File: config.mk
export PLATFORM = sky130hd
export DESIGN_NAME = periph_bus_arbiter
export DESIGN_NICKNAME = d
export VERILOG_FILES = /design/src/rtl/periph_bus_pkg.sv /design/src/rtl/rr_arb2.sv /design/src/rtl/periph_bus_arbiter.sv
export SDC_FILE = /design/constraint.sdc
export NUM_CORES = 1
export LEC_CHECK = 0
export CAP_MARGIN = 20
export CORE_MARGIN = 2
export CORE_UTILIZATION = 55
export CTS_BUF_LIST = sky130_fd_sc_hd__clkbuf_8
export CTS_CLUSTER_DIAMETER = 30
export DETAILED_ROUTE_END_ITERATION = 8
export DONT_BUFFER_PORTS = 1
export PLACE_DENSITY_LB_ADDON = 0.12
export SYNTH_ARGS = -nofsm -noshare
export SYNTH_HDL_FRONTEND = slang
export SYNTH_SLANG_ARGS = --single-unit
File: constraint.sdc
create_clock -name clk -period 2.85 [get_ports clk]
set_input_delay 0.285 -clock clk [delete_from_list [all_inputs] [get_ports clk]]
set_output_delay 0.285 -clock clk [all_outputs]
set_load 0.005 [all_outputs]
File: src/rtl/periph_bus_pkg.sv
// Shared types and codes for the two-requester peripheral bus arbiter.
// Latency: n/a (package only).
// Backpressure: n/a (package only).
package periph_bus_pkg;

    localparam int DATA_W = 16;

    typedef enum logic [2:0] {
        ST_IDLE,
        ST_REQ,
        ST_REL,
        ST_DONE,
        ST_ERR
    } state_t;

    // Codes driven on send toward the peripheral.
    localparam logic [1:0] SEND_IDLE = 2'b00;
    localparam logic [1:0] SEND_R0   = 2'b01;
    localparam logic [1:0] SEND_R1   = 2'b10;

    // Codes returned on ack; anything other than ACK_OK reads as idle.
    localparam logic [1:0] ACK_IDLE  = 2'b00;
    localparam logic [1:0] ACK_OK    = 2'b01;

    // Send code for the requester with the given index.
    function automatic logic [1:0] send_code(input logic idx);
        return idx ? SEND_R1 : SEND_R0;
    endfunction

endpackage

File: src/rtl/rr_arb2.sv
// Two-way round-robin pick with a registered priority pointer.
// Latency: pick is combinational; pointer updates on the cycle after adv_i.
// Backpressure: none; the caller decides when a pick is consumed.
module rr_arb2 (
    input  logic       clk,
    input  logic       rst,
    input  logic [1:0] req_i,
    input  logic       adv_i,
    input  logic       adv_owner_i,
    output logic [1:0] gnt_o,
    output logic       win_o
);

    // 0: requester 0 wins a tie, 1: requester 1 wins a tie.
    logic ptr_q;

    // A lone requester always wins; on a tie the pointer decides.
    always_comb begin
        win_o = 1'b0;
        if (req_i == 2'b11) begin
            win_o = ptr_q;
        end else if (req_i[1]) begin
            win_o = 1'b1;
        end
        gnt_o = 2'b00;
        if (req_i != 2'b00) begin
            gnt_o = win_o ? 2'b10 : 2'b01;
        end
    end

    // Once a transfer finishes, priority goes to the requester that was not served.
    always_ff @(posedge clk) begin
        if (rst) begin
            ptr_q <= 1'b0;
        end else if (adv_i) begin
            ptr_q <= ~adv_owner_i;
        end
    end

endmodule

File: src/rtl/periph_bus_arbiter.sv
// Arbitrates two requesters onto one peripheral using a send/ack four-phase handshake.
// Latency: grant/send/dado one cycle after the IDLE sample; done 5 cycles after it with a 1-cycle-ack peripheral.
// Backpressure: requesters wait with req held; a missing ack edge aborts after TIMEOUT_CYCLES with err.
module periph_bus_arbiter
    import periph_bus_pkg::*;
#(
    parameter int TIMEOUT_CYCLES = 16
) (
    input  logic              clk,
    input  logic              rst,
    input  logic [1:0]        req,
    input  logic [DATA_W-1:0] data0,
    input  logic [DATA_W-1:0] data1,
    input  logic [1:0]        ack,
    output logic [1:0]        grant,
    output logic [1:0]        done,
    output logic [1:0]        err,
    output logic              busy,
    output logic [DATA_W-1:0] dado,
    output logic [1:0]        send
);

    localparam int CNT_W = $clog2(TIMEOUT_CYCLES + 1);
    localparam logic [CNT_W-1:0] CNT_LAST = CNT_W'(TIMEOUT_CYCLES - 1);

    state_t            state_q;
    logic              owner_q;
    logic [1:0]        grant_q;
    logic [1:0]        done_q;
    logic [1:0]        err_q;
    logic [1:0]        send_q;
    logic [DATA_W-1:0] dado_q;
    logic [CNT_W-1:0]  cnt_q;

    logic [1:0]        arb_gnt;
    logic              arb_win;
    logic              arb_adv;
    logic              ack_ok;
    logic              cnt_expired;

    // Only 01 counts as an accept; every other code is read as idle.
    assign ack_ok      = (ack == ACK_OK);
    assign cnt_expired = (cnt_q == CNT_LAST);

    // The pointer moves exactly once per transfer, as the FSM leaves DONE or ERR.
    assign arb_adv = (state_q == ST_DONE) || ((state_q == ST_ERR) && !ack_ok);

    rr_arb2 u_rr_arb2 (
        .clk         (clk),
        .rst         (rst),
        .req_i       (req),
        .adv_i       (arb_adv),
        .adv_owner_i (owner_q),
        .gnt_o       (arb_gnt),
        .win_o       (arb_win)
    );

    // Handshake FSM with all outputs registered alongside the state.
    always_ff @(posedge clk) begin
        if (rst) begin
            state_q <= ST_IDLE;
            owner_q <= 1'b0;
            grant_q <= 2'b00;
            done_q  <= 2'b00;
            err_q   <= 2'b00;
            send_q  <= SEND_IDLE;
            dado_q  <= '0;
            cnt_q   <= '0;
        end else begin
            done_q <= 2'b00;
            err_q  <= 2'b00;
            case (state_q)
                ST_IDLE: begin
                    if (req != 2'b00) begin
                        state_q <= ST_REQ;
                        owner_q <= arb_win;
                        grant_q <= arb_gnt;
                        send_q  <= send_code(arb_win);
                        dado_q  <= arb_win ? data1 : data0;
                        cnt_q   <= '0;
                    end
                end
                ST_REQ: begin
                    // An accept on the final counted cycle still wins over the abort.
                    if (ack_ok) begin
                        state_q <= ST_REL;
                        send_q  <= SEND_IDLE;
                        cnt_q   <= '0;
                    end else if (cnt_expired) begin
                        state_q <= ST_ERR;
                        send_q  <= SEND_IDLE;
                        err_q   <= grant_q;
                        cnt_q   <= '0;
                    end else begin
                        cnt_q <= cnt_q + 1'b1;
                    end
                end
                ST_REL: begin
                    if (!ack_ok) begin
                        state_q <= ST_DONE;
                        done_q  <= grant_q;
                        cnt_q   <= '0;
                    end else if (cnt_expired) begin
                        state_q <= ST_ERR;
                        err_q   <= grant_q;
                        cnt_q   <= '0;
                    end else begin
                        cnt_q <= cnt_q + 1'b1;
                    end
                end
                ST_DONE: begin
                    state_q <= ST_IDLE;
                    grant_q <= 2'b00;
                end
                ST_ERR: begin
                    // Hold off the next transfer until the peripheral has let go of ack.
                    if (!ack_ok) begin
                        state_q <= ST_IDLE;
                        grant_q <= 2'b00;
                    end
                end
                default: begin
                    state_q <= ST_IDLE;
                    grant_q <= 2'b00;
                    send_q  <= SEND_IDLE;
                end
            endcase
        end
    end

    assign grant = grant_q;
    assign done  = done_q;
    assign err   = err_q;
    assign send  = send_q;
    assign dado  = dado_q;
    assign busy  = (state_q != ST_IDLE);

endmodule
Yosys cells after proc, flatten, opt, wreduce, memory -nomap -nowiden:

Cells that the tools add are included.

* register bits after elaboration: 34
* input port bits: 38

* multiplexer cells: 25
* reductions and logical operators: 15
* add/sub/neg operators: 1
* bitwise operators: 4
* equality and inequality tests: 10

Operators by type and width (number)
* 5-bit 2-to-1 mux: 4
* 16-bit 2-to-1 mux: 1
* 2-bit 2-to-1 mux: 8
* 3-bit 2-to-1 mux: 5
* 5-bit one-hot mux with 3 select lines: 1
* 2-bit one-hot mux with 3 select lines: 2
* 3-bit one-hot mux with 4 select lines: 1
* 3-bit by 2-bit == test with 1-bit output (second input constant): 2
* 2-bit AND reduction: 3
* 3-bit AND reduction: 2
* 3-bit nonzero test: 2
* 3-bit OR reduction: 2
* 5-bit by 1-bit adder with 5-bit output (second input constant): 1
* 5-bit by 4-bit == test with 1-bit output (second input constant): 1
* 2-bit inequality test (second input constant): 2
* 1-bit inverter: 4
* 2-bit one-hot mux with 2 select lines: 1
* 3-bit by 1-bit == test with 1-bit output (second input constant): 1
* 3-bit == test (second input constant): 1
* 3-bit zero test: 1
* 3-bit inequality test (second input constant): 1
* 2-bit by 1-bit == test with 1-bit output (second input constant): 1
* 2-bit == test (second input constant): 1
* 1-bit 2-to-1 mux: 2
* 5 further kinds: 5

Longest topological paths before layout:

* depth after elaboration: 5
* depth in mapped cells: 6
* mapped depth without buffers: 5

Cells and area by module:

A second synthesis with hierarchy kept.

* cell total of the unflattened synthesis: 174
* area, all modules: 1710.4 um^2

Modules (own cells, without submodules)
* periph_bus_arbiter: seq. area each 660.6 um^2, cells an instance 167, times used 1, area each 1647.8 um^2
* rr_arb2: seq. area each 20.0 um^2, cells an instance 7, times used 1, area each 62.6 um^2

Worst setup path before layout:

OpenSTA, ideal clock, no wires.

* path type: register to register
* start point: reg state_q[0]
* end point: reg dado_q[10] (netlist: dado[10])
* stages on the path, launching flop included: 7
* library setup time: 0.081 ns
* data required time: 2.769 ns
* clock period less this slack: 1.392 ns
* path slack: 1.458 ns
* arrival time: 1.311 ns
* path through: dfxtp_1 -> or3_1 -> buf_6 -> nor2_8 -> buf_8 -> nor2_2 -> a211oi_2

* word-level cells in the longest chain between the ends: 2

RTL lines
* start, declared: line periph_bus_arbiter.sv:26 `state_t state_q;`
* start signal, assigned: line periph_bus_arbiter.sv:61 `state_q <= ST_IDLE;`
* start signal, assigned: line periph_bus_arbiter.sv:75 `state_q <= ST_REQ;`
* start signal, assigned: line periph_bus_arbiter.sv:86 `state_q <= ST_REL;`
* 3-bit zero test: line periph_bus_arbiter.sv:72 `case (state_q)`
* 2-bit AND reduction (no source line)
* end signal, assigned: line periph_bus_arbiter.sv:79 `dado_q <= arb_win ? data1 : data0;`
* end, declared: line periph_bus_arbiter.sv:32 `logic [DATA_W-1:0] dado_q;`

No other way between the ends.
A chain may end at the register's enable or synchronous reset.

Worst setup path after layout:

* start point: reg state_q[0]
* end point: reg dado_q[2] (netlist: dado[2])

The elaborated chain is that of the path after synthesis.

==> run_results.csv <==
group,metric,value,unit
die,die_w,60.1,um
final_layout,syn2layout_area_growth,5.13,%
die,ioPinCount,63,
drt,vias_per_cell,5.94,
sta,finalClockSkew,0.00846,ns
setup_path,timing.rr.end,"dado[2]$_SDFFE_PP0P_",
final_layout,final_net_count,215,
global_routing,antenna_found_initial,0,
synth,yosysWarnings,0,
synth,seq_area_frac_synth,39.3,%
clocking,numClockSinks,34,
sta,hold_slack,0.0579,ns
clocking,ctsHoldBuffers,0,
clocking,postCtsSetupBuffers,0,
placed_design,gp_congestion,0.824,
power_and_ir_drop,p_leak,0.699,nW
sta,min_period,1.96,ns
sta,worst_pin_slew,0.582,ns
global_routing,grt_pass1_vias,1140,
hold_path,hp-class,"primary input to register",
synth,synthFlopType,"dfxtp_1",
drt,drt-total-wl,3.35,mm
power_and_ir_drop,power_frac_clock,37.1,%
drt,antenna_left,0,
die,rows,20,
clocking,htreeDepth,2,
global_routing,grt_first_pass_wirelength,5.18,mm
setup_path,worstSetupPathType,"register to register",
clocking,ctsResizeCount,0,
flow_run,maxCapViolations,0,
sta,slew_viol_final,0,
setup_path,end_kind,"register",
power_and_ir_drop,p_seq_share,49.0,%
power_and_ir_drop,p_sw,0.291,mW
clocking,cts_buffers,5,
final_layout,layout_common_cells,"dfxtp_1, mux2i_1, nor2_2, a211oi_2, nor2_1",
clocking,cts_buffer_depth,2,
sta,fin_tns_setup,0,ns
drt,first_pass_iters,4,
hold_path,min_to,"dado[3]$_SDFFE_PP0P_",
synth,syn_nets,219,
setup_path,cp.required,3.04,ns
placed_design,hpwlAfterDp,2.46,mm
setup_path,cp_max_fo,32,
sta,setup_viol,0,
synth,postSynth.asyncResetShare,0,%
hold_path,min_path_cells,1,
setup_path,rr_worst_depth,4,
power_and_ir_drop,power_density,612,nW/um^2
synth,synth_edf_count,0,
die,dieArea,3610,um^2
sta,rsz0062_at_grt,"false",
outcome,status,"completed",
setup_path,r2r_slack,0.89,ns
synth,synth-seq-cells,34,
hold_path,hold_path_startpoint,"rst",
sta,slew_headroom,61.0,%
clocking,cts.reportedPaths.clkPinSlew,0.07,ns
sta,timing.fmax,509,MHz
drt,num_vias,1313,
die,initial_core_util,57.1,%
setup_path,arrival,2.16,ns
power_and_ir_drop,max-vdd-ir-drop,0.315,mV
sta,hold_viol,0,
global_routing,grt-ovfl-total,0,
setup_path,worstReg2RegStart,"state_q[0]$_SDFFE_PP0P_",
drt,drtIter0Drc,33,
final_layout,fill_cells,266,
die,core_area,3030,um^2
final_layout,drive_gt1_share,24.3,%
die,die_h,60.1,um
synth,syn_area,1730,um^2
drt,drc,0,
clocking,clock_insertion_delay_worst_skew,0.28,ns
power_and_ir_drop,comb_power_share,13.9,%
sta,period_share,68.9,%
setup_path,critPathLaunchType,"register",
power_and_ir_drop,p_sw_share,26.2,%
final_layout,diodes,0,
power_and_ir_drop,internal_power,0.822,mW
clocking,tritoncts,"done",
global_routing,grt_max_degree,33,
global_routing,grt_usage,19.0,%
synth,avgSynthCellArea,9.61,um^2
placed_design,port_buffers,0,
drt,routedWlPerCell,15.1,um
final_layout,layout_commonest_cell,"dfxtp_1",
clocking,cts-root-buf,"clkbuf_8",
synth,syn_inst,180,
synth,yosysUniqueCellTypes,41,
[routing by layer]
metal	track usage, %	vias to the layer above	wire length, um
met5	0	-	0
met4	6.98	0	43
met3	7.36	7	288
met2	30.7	58	1680
met1	22.8	596	1340
li1	-	652	-
[sequential cells by signal, summed over array words and instances (netlist names)]
register and flops:
dado 16, u_rr_arb2.ptr_q 1, cnt_q 5, state_q 3, done 2, owner_q 1
send 2, grant 2, err 2
[critical path, cell delays in order (launching register included)]
cell	delay, ns
dfxtp_1	0.45
or3_1	0.57
nor2_8	0.54
nor2_1	0.08
a211oi_1	0.22
[power groups by stage]
stage / sequential (mW) / combinational (mW) / clock [mW]
finish: 0.545 / 0.154 / 0.413
global route: 0.550 / 0.172 / 0.448
CTS: 0.546 / 0.155 / 0.424
detailed placement: 0.557 / 0.155 / 0
global placement: 0.556 / 0.150 / 0
floorplan: 0.545 / 0.163 / 0
[stage by stage]
stage | area, um^2 | total power [mW] | setup WS [ns] | std cells | util [%]
2_1_floorplan | 1730 | 0.708 | 1.46 | 180 | -
3_3_place_gp | 1710 | 0.706 | 1.00 | 213 | 56.4
3_5_place_dp | 1710 | 0.712 | 0.900 | 213 | 56.4
4_1_cts | 1820 | 1.13 | 0.881 | 221 | 60.1
5_1_grt | 1820 | 1.17 | 0.714 | 221 | 60.1
6_report | 1820 | 1.11 | 0.886 | 221 | 60.1
[logic make-up (layout without fill, tap and decap cells)]
kind of cell	Yosys count	in the layout	share of synthesized area [%]
AOI/OAI and AO/OA	45	45	21.8
adders and majority gates	1	1	0.723
buffers and inverters	18	15	6.36
DFF	34	34	39.3
muxes	16	16	9.26
and+or+nand+nor	66	66	22.6
[worst max path at each step]
stage	from	end
6_report	state_q[0]$_SDFFE_PP0P_	dado[2]$_SDFFE_PP0P_
5_1_grt	state_q[0]$_SDFFE_PP0P_	dado[2]$_SDFFE_PP0P_
4_1_cts	state_q[0]$_SDFFE_PP0P_	dado[2]$_SDFFE_PP0P_
3_5_place_dp	state_q[0]$_SDFFE_PP0P_	dado[2]$_SDFFE_PP0P_
3_3_place_gp	state_q[0]$_SDFFE_PP0P_	dado[1]$_SDFFE_PP0P_
2_1_floorplan	state_q[0]$_SDFFE_PP0P_	dado[10]$_SDFFE_PP0P_
[synthesized netlist by cell type (4+ instances only)]
master    instances  area share [%]
dfxtp_1          34              39
mux2i_1          16             9.3
a211oi_2         14              10
nor2_2           14             5.1
nor2_1           13             2.8
nand2_1           9             2.0
a31oi_1           8             2.9
a21oi_1           7             2.0
inv_1             6             1.3
clkbuf_1          5             1.1
nor3_1            4             1.2
o21ai_0           4             1.2
[area by class of cell]
cell class,count,area [um^2],share of cell area (%)
Multi-Input combinational cell,128,943,51.9
Tap cell,44,55.1,3.03
Timing Repair Buffer,1,7.51,0.413
Clock buffer,8,110,6.05
Inverter,6,22.5,1.24
Sequential cell,34,681,37.4
No activity file was read; power rests on OpenSTA's default activity.
